==> src/rtl/ez8_loader_pkg.sv <==
// ez8_loader_pkg
// Shared definitions for the ez8 program loader: loader FSM states, frame
// header byte, and instruction memory address/data widths.
// No ports (package).

package ez8_loader_pkg;

    localparam int          ADDR_W      = 12;
    localparam int          DATA_W      = 16;
    localparam logic [7:0]  HEADER_BYTE = 8'hA5;

    typedef enum logic [3:0] {
        ST_IDLE,
        ST_ADDR_HI,
        ST_ADDR_LO,
        ST_CNT_HI,
        ST_CNT_LO,
        ST_DATA_HI,
        ST_DATA_LO,
        ST_WRITE,
        ST_CHECK,
        ST_RELEASE
    } state_t;

    // States in which the loader is willing to take a stream byte.
    function automatic logic state_ready(state_t s);
        return (s != ST_WRITE) && (s != ST_RELEASE);
    endfunction

endpackage

==> src/rtl/ez8_loader_release.sv <==
// ez8_loader_release
// Generates the CPU reset pulse that follows a good load and the load_done
// pulse that marks the moment the CPU may run.
//   clk        in   clock, rising edge
//   reset      in   synchronous active-low reset
//   start      in   one-cycle strobe: begin a release sequence
//   cpu_reset  out  high for RESET_CYCLES cycles, starting the cycle after start
//   load_done  out  one-cycle pulse, RESET_CYCLES+1 cycles after cpu_reset rises
//   finishing  out  high in the cycle before load_done; the parent uses it to
//                   drop cpu_pause on the same edge load_done rises

module ez8_loader_release #(
    parameter int RESET_CYCLES = 4
) (
    input  logic clk,
    input  logic reset,
    input  logic start,
    output logic cpu_reset,
    output logic load_done,
    output logic finishing
);

    logic [3:0] cnt;
    logic       active;

    // Sequence: RESET_CYCLES cycles of cpu_reset, then one cycle with the CPU
    // out of reset but still paused, then load_done.
    always_ff @(posedge clk) begin
        if (!reset) begin
            cnt       <= '0;
            active    <= 1'b0;
            cpu_reset <= 1'b0;
            load_done <= 1'b0;
        end else begin
            load_done <= 1'b0;
            if (start) begin
                active    <= 1'b1;
                cpu_reset <= 1'b1;
                cnt       <= 4'(RESET_CYCLES - 1);
            end else if (active && cpu_reset) begin
                if (cnt == 4'd0) begin
                    cpu_reset <= 1'b0;
                end else begin
                    cnt <= cnt - 4'd1;
                end
            end else if (active) begin
                active    <= 1'b0;
                load_done <= 1'b1;
            end
        end
    end

    assign finishing = active && !cpu_reset;

endmodule

==> src/rtl/ez8_prog_loader.sv <==
// ez8_prog_loader
// Byte-stream program loader for the ez8 CPU. Parses frames
//   A5, ADDR_HI, ADDR_LO, CNT_HI, CNT_LO, N x (DATA_HI, DATA_LO) [, CHECKSUM]
// writes each 16-bit word to instruction memory, keeps the CPU paused while
// loading, then pulses the CPU reset and releases pause.
// Build option: EZ8_LOADER_CHECKSUM_EN -- when defined a trailing checksum byte
// is expected and load_error is live; otherwise load_error is tied low.
//   clk              in   clock, rising edge
//   reset            in   synchronous active-low reset
//   in_data          in   stream byte
//   in_valid         in   in_data valid
//   in_ready         out  loader accepts a byte this cycle
//   instr_writeaddr  out  instruction word address
//   instr_writedata  out  instruction word
//   instr_write_en   out  one-cycle write strobe
//   cpu_pause        out  CPU pause
//   cpu_reset        out  CPU reset, active-high
//   load_done        out  one-cycle pulse when the CPU is released
//   load_error       out  sticky checksum failure, cleared by next header

module ez8_prog_loader
    import ez8_loader_pkg::*;
#(
    parameter int RESET_CYCLES     = 4,
    parameter bit HOLD_AFTER_RESET = 1'b1
) (
    input  logic              clk,
    input  logic              reset,
    input  logic [7:0]        in_data,
    input  logic              in_valid,
    output logic              in_ready,
    output logic [ADDR_W-1:0] instr_writeaddr,
    output logic [DATA_W-1:0] instr_writedata,
    output logic              instr_write_en,
    output logic              cpu_pause,
    output logic              cpu_reset,
    output logic              load_done,
    output logic              load_error
);

    state_t            state, state_nx;
    logic              accept;
    logic              start_release;
    logic              finishing;
    logic [3:0]        addr_hi_nib;
    logic [3:0]        cnt_hi_nib;
    logic [ADDR_W-1:0] addr;
    logic [ADDR_W-1:0] remaining;
    logic [ADDR_W-1:0] count_in;
    logic [7:0]        data_hi;

    assign accept   = in_valid && in_ready;
    assign count_in = {cnt_hi_nib, in_data};

`ifdef EZ8_LOADER_CHECKSUM_EN
    logic [7:0] csum;
    logic       csum_good;
    logic       load_error_q;

    assign csum_good  = (8'(csum + in_data) == 8'h00);
    assign load_error = load_error_q;
`else
    assign load_error = 1'b0;
`endif

    always_ff @(posedge clk) begin
        if (!reset) begin
            state <= ST_IDLE;
        end else begin
            state <= state_nx;
        end
    end

    // start_release fires on the accept edge of the frame's final byte so that
    // cpu_reset rises in the very next cycle. Without a checksum the final byte
    // is the last DATA_LO (or CNT_LO for an empty frame); the release counter
    // then runs underneath the WRITE cycle.
    always_comb begin
        state_nx      = state;
        start_release = 1'b0;
        case (state)
            ST_IDLE: begin
                if (accept && in_data == HEADER_BYTE) state_nx = ST_ADDR_HI;
            end
            ST_ADDR_HI: if (accept) state_nx = ST_ADDR_LO;
            ST_ADDR_LO: if (accept) state_nx = ST_CNT_HI;
            ST_CNT_HI:  if (accept) state_nx = ST_CNT_LO;
            ST_CNT_LO: begin
                if (accept) begin
                    if (count_in == '0) begin
`ifdef EZ8_LOADER_CHECKSUM_EN
                        state_nx = ST_CHECK;
`else
                        state_nx      = ST_RELEASE;
                        start_release = 1'b1;
`endif
                    end else begin
                        state_nx = ST_DATA_HI;
                    end
                end
            end
            ST_DATA_HI: if (accept) state_nx = ST_DATA_LO;
            ST_DATA_LO: begin
                if (accept) begin
                    state_nx = ST_WRITE;
`ifndef EZ8_LOADER_CHECKSUM_EN
                    if (remaining == ADDR_W'(1)) start_release = 1'b1;
`endif
                end
            end
            ST_WRITE: begin
                // remaining was already decremented on the DATA_LO accept
                if (remaining == '0) begin
`ifdef EZ8_LOADER_CHECKSUM_EN
                    state_nx = ST_CHECK;
`else
                    state_nx = ST_RELEASE;
`endif
                end else begin
                    state_nx = ST_DATA_HI;
                end
            end
            ST_CHECK: begin
`ifdef EZ8_LOADER_CHECKSUM_EN
                if (accept) begin
                    if (csum_good) begin
                        state_nx      = ST_RELEASE;
                        start_release = 1'b1;
                    end else begin
                        state_nx = ST_IDLE;
                    end
                end
`else
                state_nx = ST_IDLE;
`endif
            end
            ST_RELEASE: if (finishing) state_nx = ST_IDLE;
            default:    state_nx = ST_IDLE;
        endcase
    end

    always_ff @(posedge clk) begin
        if (!reset) begin
            in_ready        <= 1'b0;
            instr_writeaddr <= '0;
            instr_writedata <= '0;
            instr_write_en  <= 1'b0;
            cpu_pause       <= HOLD_AFTER_RESET;
            addr_hi_nib     <= '0;
            cnt_hi_nib      <= '0;
            addr            <= '0;
            remaining       <= '0;
            data_hi         <= '0;
`ifdef EZ8_LOADER_CHECKSUM_EN
            csum            <= '0;
            load_error_q    <= 1'b0;
`endif
        end else begin
            instr_write_en <= 1'b0;
            in_ready       <= state_ready(state_nx);
            if (accept) begin
                case (state)
                    ST_IDLE: begin
                        if (in_data == HEADER_BYTE) begin
                            cpu_pause    <= 1'b1;
`ifdef EZ8_LOADER_CHECKSUM_EN
                            load_error_q <= 1'b0;
                            csum         <= '0;
`endif
                        end
                    end
                    ST_ADDR_HI: addr_hi_nib <= in_data[3:0];
                    ST_ADDR_LO: addr        <= {addr_hi_nib, in_data};
                    ST_CNT_HI:  cnt_hi_nib  <= in_data[3:0];
                    ST_CNT_LO:  remaining   <= count_in;
                    ST_DATA_HI: begin
                        data_hi <= in_data;
`ifdef EZ8_LOADER_CHECKSUM_EN
                        csum    <= csum + in_data;
`endif
                    end
                    ST_DATA_LO: begin
                        instr_writeaddr <= addr;
                        instr_writedata <= {data_hi, in_data};
                        instr_write_en  <= 1'b1;
                        addr            <= addr + ADDR_W'(1);
                        remaining       <= remaining - ADDR_W'(1);
`ifdef EZ8_LOADER_CHECKSUM_EN
                        csum            <= csum + in_data;
`endif
                    end
`ifdef EZ8_LOADER_CHECKSUM_EN
                    ST_CHECK: if (!csum_good) load_error_q <= 1'b1;
`endif
                    default: ;
                endcase
            end
            if (finishing) cpu_pause <= 1'b0;
        end
    end

    ez8_loader_release #(
        .RESET_CYCLES(RESET_CYCLES)
    ) u_release (
        .clk      (clk),
        .reset    (reset),
        .start    (start_release),
        .cpu_reset(cpu_reset),
        .load_done(load_done),
        .finishing(finishing)
    );

endmodule

==> config.mk <==
export PLATFORM = sky130hd
export DESIGN_NAME = ez8_prog_loader
export DESIGN_NICKNAME = d
export VERILOG_FILES = /design/src/rtl/ez8_loader_pkg.sv /design/src/rtl/ez8_loader_release.sv /design/src/rtl/ez8_prog_loader.sv
export SDC_FILE = /design/constraint.sdc
export NUM_CORES = 1
export LEC_CHECK = 0
export ABC_AREA = 1
export BUFFER_PORTS_ARGS = -buffer_cell sky130_fd_sc_hd__buf_2
export CAP_MARGIN = 30
export CORE_MARGIN = 1
export CORE_UTILIZATION = 58
export CTS_CLUSTER_SIZE = 8
export DETAILED_ROUTE_END_ITERATION = 7
export PLACE_DENSITY = 0.78
export SYNTH_ARGS = -nofsm -noshare
export SYNTH_HDL_FRONTEND = slang
export SYNTH_SLANG_ARGS = --single-unit
==> constraint.sdc <==
create_clock -name clk -period 1.8 [get_ports clk]
set_input_delay 0.18 -clock clk [delete_from_list [all_inputs] [get_ports clk]]
set_output_delay 0.18 -clock clk [all_outputs]
set_load 0.02 [all_outputs]
==> results of run 1 <==
-- worst min-delay path, cell delays in order --
cell	delay [ns]
sky130_fd_sc_hd__buf_2	0.13
sky130_fd_sc_hd__nand3_1	0.08
sky130_fd_sc_hd__a21oi_1	0.06
-- state kept, by name, indices dropped and copies added (netlist names) --
register             cells
u_release.cnt            4
instr_writedata         16
u_release.cpu_reset      1
u_release.load_done      1
cpu_pause                1
data_hi                  8
instr_writeaddr         12
cnt_hi_nib               4
addr_hi_nib              4
u_release.active         1
addr                    12
state                    4
instr_write_en           1
remaining               12
in_ready                 1
-- cell type report --
class / instances / area, um2
inverters: 53 / 201.4
fillers: 575 / 2057
clock inverters: 5 / 55.05
repair buffers: 55 / 305.3
clock buffers: 10 / 137.6
multi-input cells: 403 / 1891
well taps: 77 / 96.34
flip-flops and latches: 82 / 1643
-- timing repair --
action | CTS | global route
endpoints found under the setup margin | 0 | 12
resized for setup | 0 | 3
hold endpoints to repair | 0 | 0
-- worst paths after layout --
kind                      startpoint                  to  slack [ns]  cells past startpoint
setup / recovery            state[1]             addr[3]        0.19                      7
hold / removal            in_data[1]  instr_writedata[1]        0.14                      3
setup reg to reg            state[1]             addr[3]        0.19                      7
hold reg to reg   instr_writeaddr[8]  instr_writeaddr[8]        0.46                      2
-- cell families (layout without fill, tap and decap cells) --
kind of cell | count (synthesis) | after routing | share of synthesized area
flops | 82 | 82 | 0.4246
buf+inv | 79 | 123 | 0.08641
other cells | 1 | 1 | 0.0009699
xor+xnor | 7 | 7 | 0.01586
simple gates | 269 | 269 | 0.2935
fa+ha+maj | 5 | 5 | 0.01618
compound gates | 121 | 121 | 0.1625
-- synth_stat cells (all sizes together) (3+ instances only) --
master	count
xnor2	3
nand2	126
clkbuf	10
buf	16
a31oi	8
o21ai	48
ha	5
nand3	57
nor2	76
inv	53
dfxtp	82
a21oi	61
xor2	4
nand4	6
-- through the flow --
step | hold slack (ns) | instance area (um2) | worst slack, ns
finish | 0.1389 | 4329 | 0.1873
global placement | 0.4459 | 4133 | 0.2562
detailed placement | 0.4504 | 4133 | 0.1290
global route | 0.1423 | 4329 | 0.04053
CTS | 0.1312 | 4325 | 0.1132
floorplan | 0.3183 | 3866 | 0.3149
-- per-layer routing --
layer  GRT usage  routed length, um
met1      0.3885               4329
met2      0.4427               4286
met3     0.03561                593
met4      0.1464                299
met5           0                  0
-- layout by cell type, fill, tap and decap left out, types with 2 or more instances in the layout --
cell type	netlist	layout
sky130_fd_sc_hd__nand2_1	124	124
sky130_fd_sc_hd__dfxtp_1	82	81
sky130_fd_sc_hd__nor2_1	73	73
sky130_fd_sc_hd__a21oi_1	61	61
sky130_fd_sc_hd__nand3_1	55	55
sky130_fd_sc_hd__inv_1	45	45
sky130_fd_sc_hd__o21ai_0	43	43
sky130_fd_sc_hd__buf_2	9	43
sky130_fd_sc_hd__buf_4	5	12
sky130_fd_sc_hd__clkbuf_8	0	10
sky130_fd_sc_hd__a31oi_1	8	8
sky130_fd_sc_hd__inv_2	8	7
sky130_fd_sc_hd__nand4_1	6	6
sky130_fd_sc_hd__o21ai_1	5	5
sky130_fd_sc_hd__ha_1	5	5
sky130_fd_sc_hd__xor2_1	4	4
sky130_fd_sc_hd__nor2_2	3	3
sky130_fd_sc_hd__xnor2_1	3	3
sky130_fd_sc_hd__nand2_2	2	2
sky130_fd_sc_hd__nand3_2	2	2
sky130_fd_sc_hd__clkinv_2	0	2
sky130_fd_sc_hd__clkinvlp_4	0	2
-- power breakdown --
part	internal, uW	switching [uW]
combinational	25.6	85.5
sequential	1810	0.872
clock	666	663
total	2510	749
==> impl_metrics.prom, run 1 <==
# TYPE chip_impl_metric gauge
chip_impl_metric{name="nNetsFinal",unit=""} 620
chip_impl_metric{name="grt_pass1_vias",unit=""} 3484
chip_impl_metric{name="routed-via-count",unit=""} 3814
chip_impl_metric{name="post_cts_buffers",unit=""} 0
chip_impl_metric{name="drive_above_1_share",unit=""} 0.1447
chip_impl_metric{name="worst_skew_pair.late_latency",unit="ns"} 0.35
chip_impl_metric{name="detail_route.drc_violations",unit=""} 0
chip_impl_metric{name="die_y",unit="um"} 83.65
chip_impl_metric{name="clock-skew-final",unit="ns"} 0.009610
chip_impl_info{name="synth-main-ff-cell",value="sky130_fd_sc_hd__dfxtp_1"} 1
chip_impl_info{name="critPathLaunchType",value="flip-flop"} 1
chip_impl_metric{name="max-clock-path-buffers",unit=""} 2
chip_impl_metric{name="final.min_clock_period",unit="ns"} 1.613
chip_impl_metric{name="post_drt_wl_per_cell",unit="um"} 13.88
chip_impl_info{name="cts_tree",value="yes"} 1
chip_impl_metric{name="synth.avg_cell_area",unit="um2"} 6.855
chip_impl_metric{name="finalHoldViolCount",unit=""} 0
chip_impl_metric{name="cts_buffer_count",unit=""} 9
chip_impl_metric{name="top_level_ports",unit=""} 45
chip_impl_info{name="timing.hold.worst.class",value="in2reg"} 1
chip_impl_metric{name="first_iteration_detailed_routing_drc_count",unit=""} 317
chip_impl_metric{name="tns",unit="ns"} 0
chip_impl_metric{name="worst_pin_slew",unit="ns"} 0.5015
chip_impl_metric{name="number_of_max_slew_violations_in_the_final_report",unit=""} 0
chip_impl_metric{name="cp.required",unit="ns"} 2.04
chip_impl_metric{name="floorplan.die_area",unit="um2"} 6996
chip_impl_metric{name="final_core_utilization",unit=""} 0.6779
chip_impl_metric{name="clk_transition_reported_paths",unit="ns"} 0.09
chip_impl_metric{name="routabilityCongestion",unit=""} 0.9299
chip_impl_metric{name="fmax",unit="MHz"} 620.1
chip_impl_metric{name="placed_cells_incl_taps",unit=""} 670
chip_impl_metric{name="p_total",unit="uW"} 3254
chip_impl_metric{name="antenna_diodes",unit=""} 0
chip_impl_metric{name="setup-violations-final",unit=""} 0
chip_impl_info{name="unrepaired_setup_endpoints_after_global_routing",value="no"} 1
chip_impl_metric{name="grt_antenna_before_repair",unit=""} 0
chip_impl_metric{name="number_of_standard_cells_after_synthesis",unit=""} 564
chip_impl_info{name="timing.setup.critical_path_class",value="reg2reg"} 1
chip_impl_info{name="result_of_the_run",value="finished, final reports clean"} 1
chip_impl_metric{name="drt.antenna.violating_nets",unit=""} 0
chip_impl_metric{name="synth_largest_type_area_fraction",unit=""} 0.4246
chip_impl_metric{name="final_min_period_over_clock_period",unit=""} 0.8959
chip_impl_metric{name="synth-warning-count",unit=""} 0
chip_impl_metric{name="die-width",unit="um"} 83.65
chip_impl_metric{name="cts_max_level",unit=""} 3
chip_impl_metric{name="postSynthNetCount",unit=""} 580
chip_impl_metric{name="first_pass_iters",unit=""} 5
chip_impl_metric{name="post_synth_instance_area",unit="um2"} 3866
chip_impl_metric{name="relSlewSlack",unit=""} 0.6657
chip_impl_metric{name="layout.cells.non_filler",unit=""} 685
chip_impl_metric{name="yosys_register_bits",unit=""} 82
chip_impl_metric{name="power.ir.vdd_worst",unit="mV"} 0.4867
chip_impl_metric{name="synth-edff-count",unit=""} 0
chip_impl_metric{name="grtUsageTotal",unit=""} 0.2848
chip_impl_metric{name="portBuffers",unit=""} 43
chip_impl_metric{name="vias_per_cell",unit=""} 5.568
chip_impl_info{name="cp_top_family",value="flip-flops"} 1
chip_impl_metric{name="grt_pass1_wl",unit="um"} 16220
chip_impl_metric{name="route.final.wire_length",unit="um"} 9508
chip_impl_info{name="critical_path.cell_chain",value="inv_2 -> nor2_2 -> nand3_2 -> inv_2 -> o21ai_0 -> o21ai_0 -> a21oi_1"} 1
chip_impl_metric{name="initial_core_util",unit=""} 0.6054
chip_impl_metric{name="yosysSeqAreaShare",unit=""} 0.4246
chip_impl_metric{name="place.detailed.hpwl",unit="um"} 6718
chip_impl_info{name="cts_root_buf",value="sky130_fd_sc_hd__clkbuf_8"} 1
chip_impl_info{name="yosysTopAreaCell",value="sky130_fd_sc_hd__dfxtp_1"} 1
chip_impl_metric{name="timing.critical_path.slowest_cell_delay",unit="ns"} 0.44
chip_impl_metric{name="powerDensity",unit="nW/um2"} 751.7
chip_impl_info{name="crit_path_end_kind",value="flip-flop"} 1
chip_impl_metric{name="fp.coreArea",unit="um2"} 6386
chip_impl_metric{name="numClockSinks",unit=""} 82
chip_impl_metric{name="maxCapViolCount",unit=""} 0
chip_impl_metric{name="globalRoute.totalOverflow",unit=""} 0
chip_impl_info{name="cpMaxStageDelayCell",value="sky130_fd_sc_hd__dfxtp_1"} 1
chip_impl_metric{name="worst-path-buf-inv",unit=""} 2
chip_impl_metric{name="grt_max_degree",unit=""} 48
chip_impl_metric{name="synth.distinct_cells",unit=""} 31
chip_impl_metric{name="timing.critical_path.arrival",unit="ns"} 1.85
chip_impl_info{name="yosys-top-cells-area",value="sky130_fd_sc_hd__dfxtp_1 42%, sky130_fd_sc_hd__nand2_1 12%, sky130_fd_sc_hd__a21oi_1 7.9%"} 1
chip_impl_metric{name="holdBufCountCts",unit=""} 0
chip_impl_metric{name="total_leakage_power",unit="uW"} 0.001795
chip_impl_metric{name="critical_path_peak_fanout",unit=""} 16
chip_impl_metric{name="core.rowCount",unit=""} 29
chip_impl_metric{name="area_delta_synth_final",unit="%"} 11.97
chip_impl_metric{name="async_reset_ff_frac",unit=""} 0
Note: power is estimated with default switching activity, not from simulation.
==> inputs of run 2 (changes only) <==
--- a/config.mk
+++ b/config.mk
@@ -5,7 +5,6 @@
 export SDC_FILE = /design/constraint.sdc
 export NUM_CORES = 1
 export LEC_CHECK = 0
-export ABC_AREA = 1
 export BUFFER_PORTS_ARGS = -buffer_cell sky130_fd_sc_hd__buf_2
 export CAP_MARGIN = 30
 export CORE_MARGIN = 1
==> run 2 against run 1 <==
Utilization increased by 5.8 points; combinational power is 8% higher; worst setup slack got worse by 0.13 ns; register-to-register slack lost 0.13 ns; sequential power is essentially flat; die area down 2.0%; final area is 7.3% higher; largest cell class unchanged; largest power group unchanged.
==> impl_metrics.prom, run 2 <==
# TYPE chip_impl_metric gauge
chip_impl_info{name="result_of_the_run",value="finished, final reports clean"} 1
chip_impl_info{name="timing.hold.worst.class",value="in2reg"} 1
chip_impl_metric{name="top_level_ports",unit=""} 45
chip_impl_metric{name="sw_frac_of_total",unit=""} 0.2484
chip_impl_metric{name="first_pass_iters",unit=""} 5
chip_impl_metric{name="final.min_clock_period",unit="ns"} 1.745
chip_impl_metric{name="max-clock-path-buffers",unit=""} 2
chip_impl_info{name="timing.setup.critical_path_class",value="reg2reg"} 1
chip_impl_metric{name="clock-skew-final",unit="ns"} 0.01146
chip_impl_metric{name="route.final.wire_length",unit="um"} 10080
chip_impl_metric{name="number_of_standard_cells_after_synthesis",unit=""} 477
chip_impl_metric{name="netSwitchingPower",unit="uW"} 832.6
chip_impl_metric{name="grtUsageTotal",unit=""} 0.2912
chip_impl_metric{name="drive_above_1_share",unit=""} 0.2188
chip_impl_metric{name="vias_per_cell",unit=""} 5.937
chip_impl_metric{name="fp.coreArea",unit="um2"} 6314
chip_impl_metric{name="powerDensity",unit="nW/um2"} 721.6
chip_impl_info{name="layout.cells.most_common_list",value="90 x sky130_fd_sc_hd__nand2_1, 79 x sky130_fd_sc_hd__dfxtp_1, 55 x sky130_fd_sc_hd__a21oi_1"} 1
chip_impl_metric{name="portBuffers",unit=""} 43
chip_impl_metric{name="fmax",unit="MHz"} 573.1
chip_impl_metric{name="final_min_period_over_clock_period",unit=""} 0.9693
chip_impl_info{name="critical_path.cell_chain",value="buf_4 -> nand2b_4 -> or4_4 -> buf_4 -> clkbuf_16 -> nand2_1 -> a21oi_1"} 1
chip_impl_metric{name="detail_route.drc_violations",unit=""} 0
chip_impl_metric{name="final_critical_path_setup_slack",unit="ns"} 0.05518
chip_impl_metric{name="clock_power_share",unit=""} 0.423
chip_impl_metric{name="grt_max_degree",unit=""} 37
chip_impl_info{name="synth_most_common_cell",value="sky130_fd_sc_hd__nand2_1"} 1
chip_impl_metric{name="grt_pass1_wl",unit="um"} 16080
chip_impl_metric{name="postSynthNetCount",unit=""} 493
chip_impl_metric{name="drt.antenna.violating_nets",unit=""} 0
chip_impl_info{name="yosysTopAreaCell",value="sky130_fd_sc_hd__dfxtp_1"} 1
chip_impl_metric{name="clk_transition_reported_paths",unit="ns"} 0.09
chip_impl_metric{name="combinationalPowerShare",unit=""} 0.036
chip_impl_metric{name="relSlewSlack",unit=""} 0.5339
chip_impl_metric{name="cellInternalPower",unit="uW"} 2520
chip_impl_metric{name="setup-violations-final",unit=""} 0
chip_impl_metric{name="dpl-instance-area",unit="um2"} 4313
chip_impl_metric{name="first_iteration_detailed_routing_drc_count",unit=""} 395
chip_impl_metric{name="core.rowCount",unit=""} 29
chip_impl_info{name="cpMaxStageDelayCell",value="sky130_fd_sc_hd__or4_4"} 1
chip_impl_metric{name="async_reset_ff_frac",unit=""} 0
chip_impl_info{name="crit_path_end_kind",value="flip-flop"} 1
chip_impl_info{name="critical-path-top-cell-by-count",value="sky130_fd_sc_hd__buf_4"} 1
chip_impl_metric{name="antenna_diodes",unit=""} 0
chip_impl_info{name="yosys-top-cells-area",value="sky130_fd_sc_hd__dfxtp_1 43%, sky130_fd_sc_hd__nand2_1 8.9%, sky130_fd_sc_hd__a21oi_1 7.3%"} 1
chip_impl_metric{name="floorplan.die_area",unit="um2"} 6858
chip_impl_metric{name="synth.avg_cell_area",unit="um2"} 7.940
chip_impl_metric{name="finalHoldViolCount",unit=""} 0
chip_impl_metric{name="synth_largest_type_area_fraction",unit=""} 0.4334
chip_impl_metric{name="holdBufCountCts",unit=""} 0
chip_impl_metric{name="stdcell_area",unit="um2"} 4646
chip_impl_metric{name="place_ws",unit="ns"} -0.1640
chip_impl_metric{name="synth.distinct_cells",unit=""} 53
chip_impl_metric{name="area_delta_synth_final",unit="%"} 22.66
chip_impl_info{name="final_common_cell",value="sky130_fd_sc_hd__nand2_1"} 1
chip_impl_metric{name="number_of_max_slew_violations_in_the_final_report",unit=""} 0
chip_impl_metric{name="yosysSeqAreaShare",unit=""} 0.4334
chip_impl_metric{name="grt_antenna_before_repair",unit=""} 0
chip_impl_metric{name="timing.critical_path.arrival",unit="ns"} 2.00
chip_impl_metric{name="critical_path_peak_fanout",unit=""} 13
chip_impl_metric{name="die_y",unit="um"} 82.81
chip_impl_info{name="post_synth_most_frequent_cells",value="90 x sky130_fd_sc_hd__nand2_1, 82 x sky130_fd_sc_hd__dfxtp_1, 55 x sky130_fd_sc_hd__a21oi_1"} 1
chip_impl_metric{name="synth-edff-count",unit=""} 0
chip_impl_metric{name="worst_skew_pair.late_latency",unit="ns"} 0.36
chip_impl_metric{name="post_synth_instance_area",unit="um2"} 3787
chip_impl_info{name="critPathLaunchType",value="flip-flop"} 1
chip_impl_metric{name="timing.critical_path.slowest_cell_delay",unit="ns"} 0.52
chip_impl_metric{name="total_leakage_power",unit="uW"} 0.001793
chip_impl_metric{name="worst_pin_slew",unit="ns"} 0.6981
chip_impl_metric{name="synth-warning-count",unit=""} 0
chip_impl_metric{name="cts_max_level",unit=""} 3
chip_impl_metric{name="cts_buffer_count",unit=""} 9
chip_impl_info{name="cts_tree",value="yes"} 1
chip_impl_metric{name="nNetsFinal",unit=""} 555
chip_impl_metric{name="cp.required",unit="ns"} 2.05
chip_impl_metric{name="die-width",unit="um"} 82.81
chip_impl_metric{name="post_drt_wl_per_cell",unit="um"} 16.24
chip_impl_metric{name="routed-via-count",unit=""} 3687
chip_impl_metric{name="routabilityCongestion",unit=""} 0.8705
chip_impl_metric{name="initial_core_util",unit=""} 0.5999
chip_impl_metric{name="power.ir.vdd_worst",unit="mV"} 0.8798
chip_impl_metric{name="grt_pass1_vias",unit=""} 3328
chip_impl_metric{name="seq_power_share",unit=""} 0.541
chip_impl_info{name="synth-main-ff-cell",value="sky130_fd_sc_hd__dfxtp_1"} 1
chip_impl_metric{name="maxCapViolCount",unit=""} 0
chip_impl_info{name="cts_root_buf",value="sky130_fd_sc_hd__clkbuf_8"} 1
chip_impl_info{name="largest_register",value="instr_writedata"} 1
chip_impl_metric{name="yosys_register_bits",unit=""} 82
chip_impl_metric{name="globalRoute.totalOverflow",unit=""} 0
chip_impl_metric{name="place.detailed.hpwl",unit="um"} 6557
chip_impl_metric{name="largest_register_ff_count",unit=""} 16
chip_impl_info{name="unrepaired_setup_endpoints_after_global_routing",value="no"} 1
chip_impl_metric{name="numClockSinks",unit=""} 82
==> run 2: path summary, 6_finish.rpt <==
kind / from / depth (start not counted) / to / slack (ns)
setup / recovery: state[0] / 7 / instr_writedata[7] / 0.06
hold / removal: reset / 2 / cpu_pause / 0.12
setup reg to reg: state[0] / 7 / instr_writedata[7] / 0.06
hold reg to reg: data_hi[1] / 2 / instr_writedata[9] / 0.45
==> run 2: final cells by class <==
type / instances / area, um2
multi-input cells: 355 / 2051
fillers: 494 / 1668
flip-flops and latches: 82 / 1645
repair buffers: 84 / 619.3
clock buffers: 9 / 123.9
well taps: 77 / 96.34
clock inverters: 7 / 83.83
inverters: 7 / 26.28
==> run 2: through the flow <==
step           power [uW]  hold WS [ns]  utilization  TNS [ns]  cells
6_report             3352        0.1198       0.7358         0    621
3_3_place_gp         1972        0.4407       0.6831   -0.1297    602
3_5_place_dp         1973        0.4451       0.6831   -0.1764    602
2_1_floorplan        1911        0.3160            -         0    477
4_1_cts              3364        0.1092       0.7160         0    618
5_1_grt              3453        0.1124       0.7358         0    621
==> run 2: what timing repair did <==
| action | in CTS | in global routing |
|---|---|---|
| setup endpoints to repair | 0 | 33 |
| gates resized for setup | 0 | 15 |
| buffers inserted | 0 | 2 |
==> run 2: cells by family after synthesis <==
kind of cell,count (synthesis),synth area share
xor+xnor,4,0.009249
other cells,1,0.0009901
simple gates,210,0.2669
flops,82,0.4334
compound gates,119,0.1867
fa+ha+maj,5,0.01652
buf+inv,40,0.04394
mux,16,0.04229
==> run 2: power groups by stage <==
stage	clock network [uW]	logic [uW]	registers, uW
CTS	1430	117	1810
global placement	0	115	1860
finish	1420	120	1810
detailed placement	0	116	1860
global route	1510	126	1810
floorplan	0	51.3	1860
==> run 2: critical path, delay by kind of cell (launching register included) <==
kind	cells	cell delay, ns
AND/OR/NAND/NOR	3	0.74
flip-flops	1	0.33
buffers and inverters	3	0.51
AO/OA/AOI/OAI	1	0.06
==> run 2: per-layer routing <==
layer | GRT usage | routed length, um | vias up | share of wire
met5 | 0 | 0 | - | 0
met4 | 0.1270 | 214 | 0 | 0.021
met3 | 0.04970 | 664 | 20 | 0.066
met2 | 0.4620 | 4690 | 146 | 0.47
met1 | 0.3913 | 4513 | 1724 | 0.45
li1 | - | - | 1797 | -
==> inputs of run 3 (changes only) <==
--- a/config.mk
+++ b/config.mk
@@ -12,6 +12,7 @@
 export CTS_CLUSTER_SIZE = 8
 export DETAILED_ROUTE_END_ITERATION = 7
 export PLACE_DENSITY = 0.78
+export RECOVER_POWER = 100
 export SYNTH_ARGS = -nofsm -noshare
 export SYNTH_HDL_FRONTEND = slang
 export SYNTH_SLANG_ARGS = --single-unit
==> run 3 against run 2 <==
Register-to-register slack is essentially flat; combinational power about the same; maximum frequency about the same; clock skew increased by 0.0010 ns; flip-flop and latch count did not move; die area did not move; critical path type unchanged; largest power group unchanged.
==> impl_metrics.prom, run 3 (synthesis results as in run 2) <==
# TYPE chip_impl_metric gauge
chip_impl_info{name="critPathLaunchType",value="flip-flop"} 1
chip_impl_metric{name="maxCapViolCount",unit=""} 0
chip_impl_metric{name="first_iteration_detailed_routing_drc_count",unit=""} 316
chip_impl_metric{name="detail_route.drc_violations",unit=""} 0
chip_impl_metric{name="p_total",unit="uW"} 3355
chip_impl_metric{name="tns",unit="ns"} 0
chip_impl_info{name="cts_root_buf",value="sky130_fd_sc_hd__clkbuf_8"} 1
chip_impl_metric{name="relSlewSlack",unit=""} 0.5322
chip_impl_metric{name="grt_antenna_before_repair",unit=""} 0
chip_impl_metric{name="worst_pin_slew",unit="ns"} 0.7007
chip_impl_metric{name="placed_cells_incl_taps",unit=""} 602
chip_impl_metric{name="gr-usage-met2",unit=""} 0.4620
chip_impl_metric{name="initial_core_util",unit=""} 0.5999
chip_impl_metric{name="post_drt_wl_per_cell",unit="um"} 16.22
chip_impl_metric{name="vias_per_cell",unit=""} 5.957
chip_impl_metric{name="met3_usage",unit=""} 0.04970
chip_impl_metric{name="grt_pass1_wl",unit="um"} 16080
chip_impl_info{name="cts_tree",value="yes"} 1
chip_impl_metric{name="fp.coreArea",unit="um2"} 6314
chip_impl_metric{name="first_pass_iters",unit=""} 5
chip_impl_metric{name="ff_latch_area",unit="um2"} 1645
chip_impl_metric{name="core.rowCount",unit=""} 29
chip_impl_metric{name="timing.critical_path.arrival",unit="ns"} 2.00
chip_impl_metric{name="layout.cells.non_filler",unit=""} 621
chip_impl_info{name="final_common_cell",value="sky130_fd_sc_hd__nand2_1"} 1
chip_impl_metric{name="grtUsageTotal",unit=""} 0.2912
chip_impl_metric{name="number_of_max_slew_violations_in_the_final_report",unit=""} 0
chip_impl_metric{name="routed-via-count",unit=""} 3699
chip_impl_metric{name="gr-usage-met1",unit=""} 0.3913
chip_impl_info{name="timing.setup.critical_path_class",value="reg2reg"} 1
chip_impl_metric{name="clk_transition_reported_paths",unit="ns"} 0.09
chip_impl_metric{name="numClockSinks",unit=""} 82
chip_impl_info{name="largest_register",value="instr_writedata"} 1
chip_impl_metric{name="fillCellCount",unit=""} 520
chip_impl_metric{name="globalRoute.totalOverflow",unit=""} 0
chip_impl_metric{name="fin_hold_ws",unit="ns"} 0.1148
chip_impl_metric{name="antenna_diodes",unit=""} 0
chip_impl_metric{name="critical_path_peak_fanout",unit=""} 13
chip_impl_metric{name="final_min_period_over_clock_period",unit=""} 0.9686
chip_impl_metric{name="final.min_clock_period",unit="ns"} 1.743
chip_impl_metric{name="drt.antenna.violating_nets",unit=""} 0
chip_impl_metric{name="power.ir.vdd_worst",unit="mV"} 0.8781
chip_impl_metric{name="fmax",unit="MHz"} 573.6
chip_impl_metric{name="nNetsFinal",unit=""} 555
chip_impl_metric{name="die-width",unit="um"} 82.81
chip_impl_metric{name="multiInputGateArea",unit="um2"} 2041
chip_impl_metric{name="largest_register_ff_count",unit=""} 16
chip_impl_metric{name="die_y",unit="um"} 82.81
chip_impl_metric{name="place.detailed.hpwl",unit="um"} 6557
chip_impl_info{name="crit_path_end_kind",value="flip-flop"} 1
chip_impl_info{name="unrepaired_setup_endpoints_after_global_routing",value="no"} 1
chip_impl_metric{name="setup-violations-final",unit=""} 0
chip_impl_metric{name="grt_pass1_vias",unit=""} 3328
chip_impl_metric{name="clock-skew-final",unit="ns"} 0.01249
chip_impl_metric{name="drive_above_1_share",unit=""} 0.1563
chip_impl_metric{name="finalHoldViolCount",unit=""} 0
chip_impl_metric{name="total_leakage_power",unit="uW"} 0.001647
chip_impl_metric{name="routabilityCongestion",unit=""} 0.8705
chip_impl_metric{name="portBuffers",unit=""} 43
chip_impl_metric{name="cp.required",unit="ns"} 2.05
chip_impl_info{name="layout.cells.most_common_list",value="90 x sky130_fd_sc_hd__nand2_1, 79 x sky130_fd_sc_hd__dfxtp_1, 55 x sky130_fd_sc_hd__a21oi_1"} 1
chip_impl_metric{name="floorplan.die_area",unit="um2"} 6858
chip_impl_info{name="timing.hold.worst.class",value="in2reg"} 1
chip_impl_metric{name="max-clock-path-buffers",unit=""} 2
chip_impl_metric{name="grt_max_degree",unit=""} 37
chip_impl_metric{name="powerDensity",unit="nW/um2"} 732.0
chip_impl_metric{name="route.final.wire_length",unit="um"} 10070
chip_impl_metric{name="holdBufCountCts",unit=""} 0
chip_impl_metric{name="cts_buffer_count",unit=""} 9
chip_impl_info{name="grt_most_used_layer",value="met2"} 1
chip_impl_info{name="result_of_the_run",value="finished, final reports clean"} 1
chip_impl_metric{name="worst_skew_pair.late_latency",unit="ns"} 0.37
chip_impl_metric{name="cts_max_level",unit=""} 3
chip_impl_metric{name="top_level_ports",unit=""} 45
chip_impl_metric{name="area_delta_synth_final",unit="%"} 21.01
[run 3: cell type report]
class | count | area share
multi-input cells | 355 | 0.4453
clock inverters | 7 | 0.01829
flip-flops and latches | 82 | 0.3590
well taps | 77 | 0.02102
inverters | 7 | 0.005733
clock buffers | 9 | 0.02703
repair buffers | 84 | 0.1237
[run 3: repair_timing]
action | CTS | global route
endpoints found under the hold margin | 0 | 0
resized for setup | 0 | 15
endpoints found under the setup margin | 0 | 33
setup buffers | 0 | 2
[run 3: per-layer routing]
| metal | share of wire | vias to the layer above |
|---|---|---|
| li1 | - | 1801 |
| met1 | 0.45 | 1741 |
| met5 | 0 | - |
| met2 | 0.47 | 140 |
| met3 | 0.060 | 17 |
| met4 | 0.021 | 0 |
[run 3: final timing paths]
path	startpoint	slack, ns	cells after the start	to
setup reg to reg	state[0]	0.06	7	instr_writedata[7]
hold / removal	reset	0.11	2	cpu_pause
setup / recovery	state[0]	0.06	7	instr_writedata[7]
hold reg to reg	data_hi[1]	0.45	2	instr_writedata[9]
[run 3: critical path: stages (launching register included)]
cell and delay (ns):
sky130_fd_sc_hd__dfxtp_1 0.33, sky130_fd_sc_hd__buf_4 0.18, sky130_fd_sc_hd__nand2b_4 0.15, sky130_fd_sc_hd__or4_4 0.52, sky130_fd_sc_hd__buf_4 0.17, sky130_fd_sc_hd__clkbuf_16 0.16
sky130_fd_sc_hd__nand2_1 0.07, sky130_fd_sc_hd__a21oi_1 0.06
[run 3: through the flow]
stage | setup slack (ns) | instance area [um2] | utilization
after floorplan | 0.01044 | 3787 | -
after global placement | -0.1297 | 4313 | 0.6831
after detailed placement | -0.1640 | 4313 | 0.6831
after CTS | 0.0002691 | 4521 | 0.7160
after global routing | 0.001783 | 4583 | 0.7259
final | 0.05650 | 4583 | 0.7259
[run 3: power breakdown]
part	total, uW	internal (uW)	switching (uW)
Combinational	119	38.0	80.8
Sequential	1810	1810	0.863
Clock	1420	668	754
